### src/rtl/cpu_ctrl_pkg.sv
// Shared definitions for the CPU execution sequencer: state encoding and
// default sizing parameters.
package cpu_ctrl_pkg;

  // Encoding is visible on the state output, so the values are fixed.
  typedef enum logic [1:0] {
    ST_IDLE = 2'd0,
    ST_RUN  = 2'd1,
    ST_FAST = 2'd2,
    ST_EDIT = 2'd3
  } state_e;

  localparam int RUN_DIV_DEF = 4;
  localparam int ADDR_W_DEF  = 8;
  localparam int DATA_W_DEF  = 8;
  localparam int CNT_W_DEF   = 16;

endpackage

### src/rtl/run_controller_if.sv
// Panel-control and ROM-write bundle between the front panel / CPU core
// and the execution sequencer.
interface run_controller_if #(
  parameter int ADDR_W = 8,
  parameter int DATA_W = 8,
  parameter int CNT_W  = 16
);
  logic              NEXT;
  logic              RUN;
  logic              SPEEDRUN;
  logic              edit;
  logic              send;
  logic [ADDR_W-1:0] unit;
  logic [DATA_W-1:0] code;
  logic              halt;
  logic              step_en;
  logic              rom_we;
  logic [ADDR_W-1:0] rom_addr;
  logic [DATA_W-1:0] rom_data;
  logic              running;
  logic [1:0]        state;
  logic [CNT_W-1:0]  step_count;

  // Sequencer side.
  modport slave (
    input  NEXT, RUN, SPEEDRUN, edit, send, unit, code, halt,
    output step_en, rom_we, rom_addr, rom_data, running, state, step_count
  );

  // Panel / core side.
  modport master (
    output NEXT, RUN, SPEEDRUN, edit, send, unit, code, halt,
    input  step_en, rom_we, rom_addr, rom_data, running, state, step_count
  );
endinterface

### src/rtl/edge_detect.sv
// One-bit registered rising-edge detector. press_o is high in the cycle
// where d_i is high and was low at the previous clock edge.
module edge_detect (
  input  logic clk,
  input  logic rst,
  input  logic d_i,
  output logic press_o
);
  logic d_q;

  // Remember the input level from the previous edge.
  always_ff @(posedge clk or negedge rst) begin
    if (!rst) d_q <= 1'b0;
    else      d_q <= d_i;
  end

  assign press_o = d_i & ~d_q;
endmodule

### src/rtl/run_controller.sv
// Execution sequencer: converts panel NEXT/RUN/SPEEDRUN presses into a
// single-cycle step_en strobe and issues ROM write strobes in edit mode.
module run_controller
  import cpu_ctrl_pkg::*;
#(
  parameter int RUN_DIV = RUN_DIV_DEF,
  parameter int ADDR_W  = ADDR_W_DEF,
  parameter int DATA_W  = DATA_W_DEF,
  parameter int CNT_W   = CNT_W_DEF
) (
  input  logic          clk,
  input  logic          rst,
  run_controller_if.slave bus
);
  localparam int PW = (RUN_DIV > 2) ? $clog2(RUN_DIV) : 1;
  localparam logic [PW-1:0] PRESC_TERM = PW'(RUN_DIV - 1);

  logic next_p, run_p, speed_p, send_p;

  edge_detect u_ed_next  (.clk(clk), .rst(rst), .d_i(bus.NEXT),     .press_o(next_p));
  edge_detect u_ed_run   (.clk(clk), .rst(rst), .d_i(bus.RUN),      .press_o(run_p));
  edge_detect u_ed_speed (.clk(clk), .rst(rst), .d_i(bus.SPEEDRUN), .press_o(speed_p));
  edge_detect u_ed_send  (.clk(clk), .rst(rst), .d_i(bus.send),     .press_o(send_p));

  state_e            state_q, state_d;
  logic [PW-1:0]     presc_q, presc_d;
  logic              step_en_q, step_en_d;
  logic              rom_we_q, rom_we_d;
  logic [ADDR_W-1:0] rom_addr_q, rom_addr_d;
  logic [DATA_W-1:0] rom_data_q, rom_data_d;
  logic              running_q, running_d;
  logic [CNT_W-1:0]  count_q, count_d;

  // Next-state and strobe decode; every output is computed here and registered below.
  always_comb begin
    state_d    = state_q;
    presc_d    = presc_q;
    step_en_d  = 1'b0;
    rom_we_d   = 1'b0;
    rom_addr_d = rom_addr_q;
    rom_data_d = rom_data_q;
    case (state_q)
      ST_IDLE: begin
        if (bus.edit) begin
          state_d = ST_EDIT;
        end else if (speed_p && !bus.halt) begin
          state_d = ST_FAST;
        end else if (run_p && !bus.halt) begin
          state_d = ST_RUN;
          presc_d = '0;
        end else if (next_p && !bus.halt) begin
          step_en_d = 1'b1;
        end
      end
      ST_RUN: begin
        // Exit takes precedence over a terminal count on the same edge.
        if (bus.halt || run_p || speed_p) begin
          state_d = ST_IDLE;
        end else if (presc_q == PRESC_TERM) begin
          presc_d   = '0;
          step_en_d = 1'b1;
        end else begin
          presc_d = presc_q + 1'b1;
        end
      end
      ST_FAST: begin
        if (bus.halt || run_p || speed_p) state_d   = ST_IDLE;
        else                                 step_en_d = 1'b1;
      end
      ST_EDIT: begin
        // Leaving edit mode wins over a coincident send press.
        if (!bus.edit) begin
          state_d = ST_IDLE;
        end else if (send_p) begin
          rom_we_d   = 1'b1;
          rom_addr_d = bus.unit;
          rom_data_d = bus.code;
        end
      end
      default: state_d = ST_IDLE;
    endcase
    running_d = (state_d == ST_RUN) || (state_d == ST_FAST);
    count_d   = (step_en_d && (count_q != {CNT_W{1'b1}})) ? count_q + 1'b1 : count_q;
  end

  // State, prescaler, strobes and counter registers.
  always_ff @(posedge clk or negedge rst) begin
    if (!rst) begin
      state_q    <= ST_IDLE;
      presc_q    <= '0;
      step_en_q  <= 1'b0;
      rom_we_q   <= 1'b0;
      rom_addr_q <= '0;
      rom_data_q <= '0;
      running_q  <= 1'b0;
      count_q    <= '0;
    end else begin
      state_q    <= state_d;
      presc_q    <= presc_d;
      step_en_q  <= step_en_d;
      rom_we_q   <= rom_we_d;
      rom_addr_q <= rom_addr_d;
      rom_data_q <= rom_data_d;
      running_q  <= running_d;
      count_q    <= count_d;
    end
  end

  assign bus.step_en    = step_en_q;
  assign bus.rom_we     = rom_we_q;
  assign bus.rom_addr   = rom_addr_q;
  assign bus.rom_data   = rom_data_q;
  assign bus.running    = running_q;
  assign bus.state      = state_q;
  assign bus.step_count = count_q;
endmodule

### src/flat_wrapper.sv
// flat-port wrapper written by rule: the top's interface ports become plain ports
module run_controller_flat import cpu_ctrl_pkg::*;
#(
  parameter int RUN_DIV = RUN_DIV_DEF,
  parameter int ADDR_W  = ADDR_W_DEF,
  parameter int DATA_W  = DATA_W_DEF,
  parameter int CNT_W   = CNT_W_DEF
)
  (clk, rst, bus_NEXT, bus_RUN, bus_SPEEDRUN, bus_edit, bus_send, bus_unit, bus_code, bus_halt, bus_step_en, bus_rom_we, bus_rom_addr, bus_rom_data, bus_running, bus_state, bus_step_count);
  run_controller_if #(.ADDR_W(ADDR_W), .DATA_W(DATA_W), .CNT_W(CNT_W)) bus_i ();
  input  logic clk;
  input  logic rst;
  input wire logic [$bits(bus_i.NEXT)-1:0] bus_NEXT;
  input wire logic [$bits(bus_i.RUN)-1:0] bus_RUN;
  input wire logic [$bits(bus_i.SPEEDRUN)-1:0] bus_SPEEDRUN;
  input wire logic [$bits(bus_i.edit)-1:0] bus_edit;
  input wire logic [$bits(bus_i.send)-1:0] bus_send;
  input wire logic [$bits(bus_i.unit)-1:0] bus_unit;
  input wire logic [$bits(bus_i.code)-1:0] bus_code;
  input wire logic [$bits(bus_i.halt)-1:0] bus_halt;
  output wire logic [$bits(bus_i.step_en)-1:0] bus_step_en;
  output wire logic [$bits(bus_i.rom_we)-1:0] bus_rom_we;
  output wire logic [$bits(bus_i.rom_addr)-1:0] bus_rom_addr;
  output wire logic [$bits(bus_i.rom_data)-1:0] bus_rom_data;
  output wire logic [$bits(bus_i.running)-1:0] bus_running;
  output wire logic [$bits(bus_i.state)-1:0] bus_state;
  output wire logic [$bits(bus_i.step_count)-1:0] bus_step_count;
  assign bus_i.NEXT = bus_NEXT;
  assign bus_i.RUN = bus_RUN;
  assign bus_i.SPEEDRUN = bus_SPEEDRUN;
  assign bus_i.edit = bus_edit;
  assign bus_i.send = bus_send;
  assign bus_i.unit = bus_unit;
  assign bus_i.code = bus_code;
  assign bus_i.halt = bus_halt;
  assign bus_step_en = bus_i.step_en;
  assign bus_rom_we = bus_i.rom_we;
  assign bus_rom_addr = bus_i.rom_addr;
  assign bus_rom_data = bus_i.rom_data;
  assign bus_running = bus_i.running;
  assign bus_state = bus_i.state;
  assign bus_step_count = bus_i.step_count;
  run_controller #(.RUN_DIV(RUN_DIV), .ADDR_W(ADDR_W), .DATA_W(DATA_W), .CNT_W(CNT_W)) u_core (.clk(clk), .rst(rst), .bus(bus_i));
endmodule
### config.mk
export PLATFORM = sky130hd
export DESIGN_NAME = run_controller_flat
export DESIGN_NICKNAME = d
export VERILOG_FILES = /design/src/rtl/cpu_ctrl_pkg.sv /design/src/rtl/run_controller_if.sv /design/src/rtl/edge_detect.sv /design/src/rtl/run_controller.sv /design/src/flat_wrapper.sv
export SDC_FILE = /design/constraint.sdc
export NUM_CORES = 1
export LEC_CHECK = 0
export BUFFER_PORTS_ARGS = -buffer_cell sky130_fd_sc_hd__buf_2
export CORE_ASPECT_RATIO = 1.1
export CORE_MARGIN = 4
export CORE_UTILIZATION = 40
export DETAILED_ROUTE_END_ITERATION = 10
export PLACE_DENSITY = 0.65
export SYNTH_ARGS = -nofsm -noshare
export SYNTH_HDL_FRONTEND = slang
export SYNTH_SLANG_ARGS = --single-unit
### constraint.sdc
create_clock -name clk -period 4.15 [get_ports clk]
set_input_delay 0.83 -clock clk [delete_from_list [all_inputs] [get_ports clk]]
set_output_delay 0.83 -clock clk [all_outputs]
set_load 0.02 [all_outputs]
# Yosys cells after proc, flatten, opt, wreduce, memory -nomap -nowiden
# Cells that the tools add are included.
[totals]
register_bits = 43
input_bits = 24
output_inout_bits = 37
word_cells = 69
[classes]
addsub = 2
n_eq_ne = 11
mux = 23
bitwise_logic = 8
reduce_logical = 13
[op_table]
columns = ["cell", "count"]
rows = [
  ["2-bit 2-to-1 mux", 10],
  ["16-bit by 1-bit adder with 16-bit output (second input constant)", 1],
  ["16-bit != test (second input constant)", 1],
  ["1-bit 2-to-1 mux", 10],
  ["2-bit == test (second input constant)", 4],
  ["2-bit != test (second input constant)", 3],
  ["2-bit case mux with 3 select lines", 1],
  ["5-bit AND reduction", 1],
  ["1-bit bitwise AND", 4],
  ["2-bit by 1-bit == test with 1-bit output (second input constant)", 2],
  ["1-bit logical AND", 4],
  ["1-bit NOT", 4],
  ["2-bit case mux with 2 select lines", 1],
  ["1-bit logical OR", 3],
  ["1-bit case mux with 3 select lines", 1],
  ["3-bit AND reduction", 1],
  ["2-bit by 1-bit adder with 2-bit output (second input constant)", 1],
  ["2-bit zero test", 1],
  ["2-bit by 1-bit != test with 1-bit output (second input constant)", 1],
  ["2-bit nonzero test", 1],
  ["2-bit OR reduction", 1],
  ["1-bit zero test", 1],
]

# Depth between registers and ports, before layout
# Gate-level depths: netlist of run 1.
[depth]
ltp_word = 9
mapped_depth = 8
depth_no_buf = 7

# Modules after synthesis
# Synthesis of run 1 repeated with hierarchy kept, for this count alone.
[unflattened]
cells_unflattened = 150
area_unflattened_um2 = 1909.3
[modules_own_cells]
columns = ["mod", "instances", "cells_per_inst", "area_each_um2", "seq_area_each_um2"]
rows = [
  ["run_controller", 1, 142, 1754.2, 975.9],
  ["edge_detect", 4, 2, 38.8, 25.0],
]

# Least setup slack after synthesis of run 1
# OpenSTA, ideal clock, no wires.
[synth_timing]
path_kind = "input port to flip-flop"
from = "input bus_RUN"
to = "register u_core.count_q[12], in the netlist u_core.bus.step_count[12]"
setup_ns = 0.080
arrival_time_ns = 2.299
t_required_ns = 4.070
path_slack_ns = 1.771
path_stages = 5
path_buffers = 0
cell_sequence = "nor2b_4 > or4_4 > or4_4 > nor3b_2 > xor2_1"
[synth_between]
elab_chain_cells = 7
elab_cells_between_ends = 11
classes_between = "mux: 6; bitwise: 1; reduce/logical: 4"
[synth_lines]
columns = ["item", "line_no", "rtl"]
rows = [
  ["from (decl)", "flat_wrapper.sv:14", "input wire logic [$bits(bus_i.RUN)-1:0] bus_RUN;"],
  ["1-bit bitwise AND (*)", "edge_detect.sv:17", "assign press_o = d_i & ~d_q;"],
  ["1-bit logical AND", "run_controller.sv:48", "end else if (run_p && !bus.halt) begin"],
  ["1-bit 2-to-1 mux", "run_controller.sv:48", ""],
  ["1-bit 2-to-1 mux", "run_controller.sv:46", "end else if (speed_p && !bus.halt) begin"],
  ["1-bit 2-to-1 mux", "run_controller.sv:44", "if (bus.edit) begin"],
  ["1-bit case mux with 3 select lines (*)", "run_controller.sv:42", "case (state_q)"],
  ["1-bit logical AND (*)", "run_controller.sv:83", "count_d = (step_en_d && (count_q != {CNT_W{1'b1}})) ? count_q + 1'b1 : count_q;"],
  ["to (signal assigned)", "run_controller.sv:105", "count_q <= count_d;"],
  ["to (decl)", "run_controller.sv:32", "logic [CNT_W-1:0] count_q, count_d;"],
]
# Mark *: on every way between the ends. The rest lies on a longest branch, timed or not.
# A chain may end at the register's enable or synchronous reset.

# Worst setup path in the final report of run 1
# Same ends and word-level chain as after synthesis.

==> results of run 1 <==
path summary, 6_finish.rpt:
path,cells after the start,slack [ns],from,endpoint
worst max-delay path,6,1.90,bus_RUN,u_core.bus.step_count[12]$_DFFE_PN0P_
worst min-delay path,2,0.47,u_core.bus.rom_addr[7]$_DFFE_PN0P_,u_core.bus.rom_addr[7]$_DFFE_PN0P_
worst max register to register,5,1.92,u_core.bus.state[0]$_DFF_PN0_,u_core.bus.step_count[12]$_DFFE_PN0P_
worst min register to register,2,0.47,u_core.bus.rom_addr[7]$_DFFE_PN0P_,u_core.bus.rom_addr[7]$_DFFE_PN0P_
max in group asynchronous,1,2.89,rst,u_core.u_ed_next.d_q$_DFF_PN0_
min in group asynchronous,1,0.68,rst,u_core.presc_q[1]$_DFFE_PN0P_
layer usage:
layer  track usage  vias to the layer above
li1              -                      760
met1         0.186                      698
met2         0.225                       34
met3        0.0421                        8
met4        0.0587                        0
met5             0                        -
placed cells by master, fill, tap and decap left out, types with 3 or more instances in the layout:
master     n
nor2_1     6
xor2_1     6
xnor2_1   10
nor3_1     6
inv_1      5
nand2_1   55
buf_2     60
nand3_1    8
ha_1       8
dfrtp_1   43
a211oi_1   3
clkbuf_8   5
nand4_1    5
flip-flops by register name, summed over array words and instances, names as in the netlist:
register               cells
u_core.presc_q             2
u_core.bus.state           2
u_core.bus.running         1
u_core.u_ed_send.d_q       1
u_core.u_ed_next.d_q       1
u_core.bus.step_en         1
u_core.u_ed_run.d_q        1
u_core.bus.step_count     16
u_core.bus.rom_data        8
u_core.bus.rom_we          1
u_core.u_ed_speed.d_q      1
u_core.bus.rom_addr        8
cell usage after synthesis (all sizes together):
cell type	count	area, um2
a211oi	3	22.5
a31oi	1	6.26
and3	2	12.5
and4	1	8.76
buf	1	5.00
clkbuf	3	11.3
clkinv	1	3.75
dfrtp	43	1080
ha	8	100
inv	5	18.8
mux2	2	22.5
mux2i	1	10.0
nand2	55	206
nand2b	2	12.5
nand3	8	40.0
nand3b	2	15.0
nand4	5	31.3
nand4b	1	8.76
nor2	6	22.5
nor2b	2	20.0
nor3	7	40.0
nor3b	3	27.5
nor4	3	25.0
nor4b	1	8.76
nor4bb	1	10.0
o21ai	1	5.00
o311ai	1	8.76
or2b	1	8.76
or4	2	22.5
xnor2	10	87.6
xor2	6	52.6
power breakdown:
group          leakage [nW]  total [mW]  switching, mW  internal [mW]
logic                 0.676       0.466          0.291          0.175
clock network        0.0412       0.259          0.142          0.118
registers             0.563       0.610         0.0826          0.527
total                  1.28        1.34          0.516          0.819
stage by stage:
step	instance area (um2)	power (mW)	setup slack, ns	hold slack, ns	utilization
2_1_floorplan	1950	0.916	1.77	0.499	-
3_3_place_gp	2320	1.08	1.62	0.454	0.495
3_5_place_dp	2320	1.09	1.59	0.458	0.495
4_1_cts	2400	1.36	1.90	0.479	0.513
5_1_grt	2400	1.44	1.80	0.500	0.513
6_report	2400	1.34	1.90	0.472	0.513
layout make-up:
type | instances | area share
clock inverter | 2 | 0.00520
multi-input combinational | 135 | 0.348
sequential | 43 | 0.447
clock buffer | 6 | 0.0302
inverter | 6 | 0.00937
tap | 56 | 0.0291
timing repair buffer | 62 | 0.131
logic make-up (layout without fill, tap and decap cells):
family / count (synthesis) / after routing
XOR/XNOR: 16 / 16
buffers and inverters: 10 / 76
adder cells (fa/ha/maj): 8 / 8
flip-flops: 43 / 43
AND/OR/NAND/NOR: 102 / 102
multiplexers: 3 / 3
AO/OA/AOI/OAI: 6 / 6
worst max-delay path, cell delays in order:
cell,delay [ns]
buf_2,0.11
nor2b_4,0.12
or4_4,0.49
or4_4,0.57
nor3b_2,0.19
xor2_1,0.16
==> results.yml, run 1 <==
finish:
  area_growth_pct: 23.3
  antenna_cells: 0
  final_layout_size_suffix_gt1_frac: 0.307
  layout.area.seq_mm2: 0.00108
  fillers: 462
  fin_cells: 310
  fin_nets: 285
  multiInputGateArea_um2: 836
setup_path:
  critPathKind: "primary input to register"
  critPathLaunchType: "primary input"
  critical_path_required_ns: 4.37
  crit_path_end_kind: "register"
  path_max_fanout: 4
  cp.arrival_ns: 2.47
global_routing:
  antenna_found_initial: 0
  grt_pass1_vias: 1394
  grt_overflow: 0
  grt_usage: 0.144
  grt_pass1_wl_um: 6570
  grt_max_degree: 44
synthesis:
  syn-cell-area_mm2: 0.00195
  synthMuxAreaShare: 0.0167
  synth-simple-area-share: 0.267
  synth_cells: 188
  synth-adder-area-share: 0.0513
  ys_seq_area_frac: 0.552
  synth.distinct_cells: 35
  synth_top_family_by_area: "simple AND/OR/NAND/NOR gates"
  synth_compound_area_frac: 0.0218
  synth-xor-area-share: 0.0718
  yosys_register_bits: 43
  ys_warn_count: 0
  syn-num-nets: 220
  syn_avg_cell_area_um2: 10.4
cts:
  cts.reportedPaths.clkPinSlew_ns: 0.08
  clockRootBuffer: "clkbuf_8"
  ctsHoldBuffers: 0
  clkSinkCount: 43
  cts_max_level: 2
  post-cts-setup-buffer-count: 0
  post_cts_resized: 0
  cts_buffer_depth: 2
  insertion_delay_ns: 0.29
  cts_buffers: 5
  cts_tree: "built"
floorplanning:
  coreArea_mm2: 0.00468
  io_pins: 61
  die_h_um: 81.2
  die_area_mm2: 0.00606
  num_rows: 26
  start_util: 0.416
  die_x_um: 74.6
power:
  ir_drop_uv: 266
  power-per-cell-area_mw_per_mm2: 555
  p_leak_nw: 1.28
sta:
  finalMaxSlewViolations: 0
  setup_viol: 0
  max-slew-margin-rel: 0.375
  period_minus_slack_ns: 2.25
  fmax_mhz: 445
  setup-tns-final_ns: 0
  worst_pin_slew_ns: 0.938
  fin_crit_sh: 0.542
  rsz0062_at_grt: "false"
  hold_viol: 0
  clock_skew_ns: 0.00639
outcome:
  status: "finished, final reports clean"
routing:
  via_count: 1500
  drtPass1Iterations: 4
  avgViaCountPerCell: 4.84
  remaining_drc_errors: 0
  ant_nets: 0
  met2WireLength_um: 1990
  wl_per_cell_um: 13.0
  wl_met3_um: 211
  wl_met1_um: 1750
  drtIter0Drc: 82
  wl_um: 4030
  highest_layer: "met4"
placed_design:
  placed_cells: 302
  gp_congestion: 0.745
  place.port_buffers: 60
  dp_hpwl_um: 2950
hold_path:
  hold_path_class: "register to register"
flow_run:
  maxCapViolations: 0
Power figures use the tool's default switching activity.
==> run 2: changes to the inputs <==
--- a/config.mk
+++ b/config.mk
@@ -10,7 +10,7 @@
 export CORE_MARGIN = 4
 export CORE_UTILIZATION = 40
 export DETAILED_ROUTE_END_ITERATION = 10
-export PLACE_DENSITY = 0.65
+export PLACE_DENSITY = 0.68
 export SYNTH_ARGS = -nofsm -noshare
 export SYNTH_HDL_FRONTEND = slang
 export SYNTH_SLANG_ARGS = --single-unit
==> constraint.sdc (replaced) <==
create_clock -name clk -period 2 [get_ports clk]
set_input_delay 0.4 -clock clk [delete_from_list [all_inputs] [get_ports clk]]
set_output_delay 0.4 -clock clk [all_outputs]
set_load 0.02 [all_outputs]
==> run 2 against run 1 <==
Largest power group unchanged. Largest cell class unchanged. Power increased by 120%. Non-clock buffer count increased by 16. The flow now finishes with violations (negative setup slack). Critical endpoint unchanged. Core utilization increased by 3.7 points.
==> results.yml, run 2 (same netlist as run 1, synthesis figures left out) <==
floorplanning:
  start_util: 0.416
  num_rows: 26
  die_area_mm2: 0.00606
  io_pins: 61
  coreArea_mm2: 0.00468
  die_h_um: 81.2
  die_x_um: 74.6
global_routing:
  top_usage_layer: "met2"
  grt_usage: 0.153
  grt_max_degree: 27
  met3_usage: 0.0384
  grt_pass1_wl_um: 7140
  antenna_found_initial: 0
  grt_use_met1: 0.192
  grt_pass1_vias: 1595
  grt_use_met2: 0.257
  grt_overflow: 0
outcome:
  violations: "negative setup slack"
  status: "complete, but fails checks"
cts:
  cts_max_level: 2
  clkSinkCount: 43
  insertion_delay_ns: 0.29
  ctsHoldBuffers: 0
  cts_buffers: 5
  cts.reportedPaths.clkPinSlew_ns: 0.08
  cts_tree: "built"
  clockRootBuffer: "clkbuf_8"
  cts_buffer_depth: 2
placed_design:
  dp_hpwl_um: 3250
  dp_slack_ns: -0.138
  placed_cells: 317
  place.port_buffers: 60
  gp_congestion: 0.794
setup_path:
  cp.arrival_ns: 2.28
  crit_path_end_kind: "register"
  critPathLaunchType: "register"
  critPathKind: "register to register"
  critical_path_required_ns: 2.21
  path_max_fanout: 4
  r2r_slack_ns: -0.07
power:
  p_leak_nw: 1.36
  ir_drop_uv: 632
  power-per-cell-area_mw_per_mm2: 1130
finish:
  fin_cells: 326
  final_cell_mix: "60 x buf_2, 55 x nand2_1, 41 x dfrtp_1"
  utilization: 0.550
  fin_nets: 301
  area_growth_pct: 32.2
  fillers: 478
  final_layout_size_suffix_gt1_frac: 0.385
  antenna_cells: 0
  largest_reg_flops: 16
  layout_commonest_cell: "buf_2"
routing:
  avgViaCountPerCell: 4.85
  via_count: 1580
  wl_um: 4250
  ant_nets: 0
  remaining_drc_errors: 0
  wl_per_cell_um: 13.0
  drtIter0Drc: 71
  drtPass1Iterations: 4
sta:
  rsz0062_at_grt: "true"
  fin_crit_sh: 1.03
  fmax_mhz: 483
  holdWs_ns: 0.0908
  hold_viol: 0
  worst_pin_slew_ns: 0.556
  period_minus_slack_ns: 2.07
  setup_viol: 3
  layout_setup_ws_ns: -0.0698
  max-slew-margin-rel: 0.629
  finalMaxSlewViolations: 0
  clock_skew_ns: 0.00480
flow_run:
  maxCapViolations: 0
hold_path:
  hold_path_class: "primary input to async pin"
## run 2: changes by cell type in the layout (fill, tap and decap cells not counted), moves of 2 or more
cell | previous run | this run
dfrtp_2 | 0 | 2
dfrtp_1 | 43 | 41
nor3_1 | 6 | 4
nor3_2 | 1 | 3
buf_4 | 2 | 18
## run 2: cell type report
| cell class | count | area, um2 | area share |
|---|---|---|---|
| clock buffer | 6 | 72.6 | 0.0281 |
| clock inverter | 2 | 12.5 | 0.00485 |
| inverter | 6 | 26.3 | 0.0102 |
| multi-input combinational | 135 | 883 | 0.343 |
| sequential | 43 | 1080 | 0.418 |
| tap | 56 | 70.1 | 0.0272 |
| timing repair buffer | 78 | 435 | 0.169 |
## run 2: path summary, 6_finish.rpt
check                                              startpoint                                    end  depth (start not counted)
min in group clk                                     bus_send         u_core.u_ed_send.d_q$_DFF_PN0_                          1
setup reg to reg                u_core.bus.state[1]$_DFF_PN0_  u_core.bus.step_count[12]$_DFFE_PN0P_                          5
hold / removal                                            rst          u_core.bus.state[0]$_DFF_PN0_                          1
hold reg to reg            u_core.bus.rom_addr[4]$_DFFE_PN0P_     u_core.bus.rom_addr[4]$_DFFE_PN0P_                          2
max in group asynchronous                                 rst     u_core.bus.rom_data[4]$_DFFE_PN0P_                          2
setup / recovery                u_core.bus.state[1]$_DFF_PN0_  u_core.bus.step_count[12]$_DFFE_PN0P_                          5
## run 2: critical path, stage by stage, from the launching register on
cell and delay [ns]:
dfrtp_2 0.45, ha_4 0.17, or4_4 0.54, or4_4 0.47, nor3b_2 0.19, xor2_1 0.17
## run 2: what timing repair did
| item | 4_1_cts | 5_1_grt |
|---|---|---|
| gates resized for setup | 0 | 9 |
| setup endpoints to repair | 6 | 16 |
| pin swaps | 2 | 1 |
| setup buffers | 1 | 0 |
## run 2: metrics by stage
step	total power, mW	TNS [ns]	cell area, um2
5_1_grt	3.15	-0.464	2580
4_1_cts	2.92	-0.458	2530
2_1_floorplan	1.91	-0.361	1960
3_3_place_gp	2.34	-0.236	2440
3_5_place_dp	2.36	-0.402	2440
6_report	2.92	-0.137	2580
## run 2: routing by layer
layer	part of all wire	routed length, um
met2	0.52	2200
met4	0.012	51
met3	0.044	186
met1	0.43	1810
met5	0	0
## run 2: report_power, final
group	internal, mW	total, mW	switching [mW]
sequential	1.10	1.25	0.152
combinational	0.462	1.13	0.665
clock	0.244	0.540	0.296
total	1.80	2.92	1.11
==> run 3: changes to the inputs <==
--- a/config.mk
+++ b/config.mk
@@ -5,12 +5,12 @@
 export SDC_FILE = /design/constraint.sdc
 export NUM_CORES = 1
 export LEC_CHECK = 0
-export BUFFER_PORTS_ARGS = -buffer_cell sky130_fd_sc_hd__buf_2
+export BUFFER_PORTS_ARGS = -buffer_cell sky130_fd_sc_hd__clkbuf_2
 export CORE_ASPECT_RATIO = 1.1
 export CORE_MARGIN = 4
-export CORE_UTILIZATION = 40
+export CORE_UTILIZATION = 45
 export DETAILED_ROUTE_END_ITERATION = 10
-export PLACE_DENSITY = 0.68
+export PLACE_DENSITY = 0.75
 export SYNTH_ARGS = -nofsm -noshare
 export SYNTH_HDL_FRONTEND = slang
 export SYNTH_SLANG_ARGS = --single-unit
==> constraint.sdc (replaced) <==
create_clock -name clk -period 2 [get_ports clk]
set_input_delay 0.4 -clock clk [delete_from_list [all_inputs] [get_ports clk]]
set_output_delay 0.4 -clock clk [all_outputs]
set_load 0.01 [all_outputs]
==> run 3 against run 2 <==
The flow still finishes with violations (negative setup slack). Non-clock buffer count is 1 higher. Highest routed layer unchanged. Fmax is 0.66% higher. Combinational power is 13% lower. Critical path type unchanged. Critical path depth stayed put. Clock-buffer cell count stayed put. Worst hold slack worse by 0.010 ns. Clock skew is 0.0035 ns higher. Sequential cell count stayed put. Critical endpoint is now u_core.bus.step_count[14]$_DFFE_PN0P_. Power is 5.2% lower. Die area is 10% lower. Largest power group unchanged.
==> results.yml, run 3 (same netlist as run 1, synthesis figures left out) <==
power:
  power-per-cell-area_mw_per_mm2: 1070
  ir_drop_uv: 625
  p_leak_nw: 1.37
cts:
  cts_buffer_depth: 2
  cts_tree: "built"
  insertion_delay_ns: 0.29
  clockRootBuffer: "clkbuf_8"
  cts_buffers: 5
  clkSinkCount: 43
  cts.reportedPaths.clkPinSlew_ns: 0.08
  ctsHoldBuffers: 0
  cts_max_level: 2
sta:
  finalMaxSlewViolations: 0
  rsz0062_at_grt: "true"
  period_minus_slack_ns: 2.06
  layout_setup_ws_ns: -0.0561
  fmax_mhz: 486
  fin_crit_sh: 1.03
  clock_skew_ns: 0.00831
  setup_viol: 2
  max-slew-margin-rel: 0.722
  worst_pin_slew_ns: 0.414
  hold_viol: 0
  setup-tns-final_ns: -0.0675
  holdWs_ns: 0.0806
global_routing:
  grt_overflow: 0
  grt_usage: 0.158
  grt_pass1_wl_um: 7060
  grt_max_degree: 23
  grt_pass1_vias: 1534
  antenna_found_initial: 0
routing:
  remaining_drc_errors: 0
  via_count: 1571
  ant_nets: 0
  avgViaCountPerCell: 4.86
  wl_per_cell_um: 12.7
  wl_um: 4110
  drtIter0Drc: 73
  drtPass1Iterations: 4
finish:
  largest_reg_flops: 16
  final_cell_mix: "60 x clkbuf_2, 55 x nand2_1, 41 x dfrtp_1"
  final_layout_size_suffix_gt1_frac: 0.380
  layout_commonest_cell: "clkbuf_2"
  antenna_cells: 0
  area_growth_pct: 32.5
  fin_nets: 302
  fin_area_mm2: 0.00258
  fillers: 356
outcome:
  violations: "negative setup slack"
  status: "complete, but fails checks"
placed_design:
  dp_hpwl_um: 3180
  place_area_mm2: 0.00244
  gp_congestion: 0.810
  place.port_buffers: 60
setup_path:
  critPathKind: "register to register"
  critical_path_required_ns: 2.22
  startpoint: "u_core.bus.state[0]$_DFF_PN0_"
  r2r-start: "u_core.bus.state[0]$_DFF_PN0_"
  path_max_fanout: 4
  r2r_slack_ns: -0.06
  cp.arrival_ns: 2.27
  crit_path_end_kind: "register"
  critPathLaunchType: "register"
  reg2reg_to: "u_core.bus.step_count[14]$_DFFE_PN0P_"
  reg2reg_depth: 5
floorplanning:
  io_pins: 61
  die_h_um: 77.1
  die_x_um: 70.8
  start_util: 0.478
  die_area_mm2: 0.00545
  coreArea_mm2: 0.00408
  num_rows: 24
flow_run:
  maxCapViolations: 0
hold_path:
  hold_path_class: "primary input to async pin"
## run 3: worst max path at each step
stage | end | slack, ns | cells past startpoint
finish | u_core.bus.step_count[14]$_DFFE_PN0P_ | -0.06 | 5
detailed placement | u_core.bus.step_count[12]$_DFFE_PN0P_ | -0.11 | 5
global placement | u_core.bus.step_count[12]$_DFFE_PN0P_ | -0.08 | 6
floorplan | u_core.bus.step_count[12]$_DFFE_PN0P_ | -0.08 | 5
CTS | u_core.bus.step_count[14]$_DFFE_PN0P_ | -0.11 | 5
global route | u_core.bus.step_count[13]$_DFFE_PN0P_ | -0.11 | 10
## run 3: per-stage QoR
stage | power (mW) | std cells | utilization | worst slack (ns)
floorplan | 1.75 | 188 | - | -0.0833
global placement | 2.19 | 313 | 0.599 | -0.0774
detailed placement | 2.22 | 313 | 0.599 | -0.112
CTS | 2.78 | 322 | 0.625 | -0.107
global route | 3.00 | 323 | 0.633 | -0.109
finish | 2.77 | 323 | 0.633 | -0.0561
## run 3: cell type report
cell class | count | area, um2 | share of cell area
Inverter | 6 | 22.5 | 0.00872
Multi-Input combinational cell | 135 | 877 | 0.339
Clock inverter | 2 | 12.5 | 0.00484
Tap cell | 52 | 65.1 | 0.0252
Clock buffer | 6 | 72.6 | 0.0281
Timing Repair Buffer | 79 | 455 | 0.176
Sequential cell | 43 | 1080 | 0.417
## run 3: timing repair
| action | CTS | global route |
|---|---|---|
| setup endpoints to repair | 8 | 16 |
| buffers inserted | 1 | 1 |
| pin swaps | 0 | 3 |
| resized for setup | 2 | 6 |
## run 3: power breakdown
| group | switching [mW] | internal (mW) | leakage (nW) |
|---|---|---|---|
| Combinational | 0.504 | 0.476 | 0.773 |
| Clock | 0.292 | 0.244 | 0.0412 |
| Sequential | 0.152 | 1.10 | 0.560 |
| Total | 0.948 | 1.82 | 1.37 |
## run 3: routing by layer
metal | global-route usage | wire length, um | vias to the layer above
li1 | - | - | 790
met3 | 0.0444 | 194 | 4
met2 | 0.272 | 2200 | 41
met4 | 0.0395 | 44 | 0
met5 | 0 | 0 | -
met1 | 0.195 | 1680 | 736
## run 3: worst max-delay path, stage by stage (launching register included)
cell and delay (ns):
dfrtp_2 0.44, ha_4 0.16, or4_4 0.52, or4_4 0.47, nor4_2 0.22, xor2_1 0.17
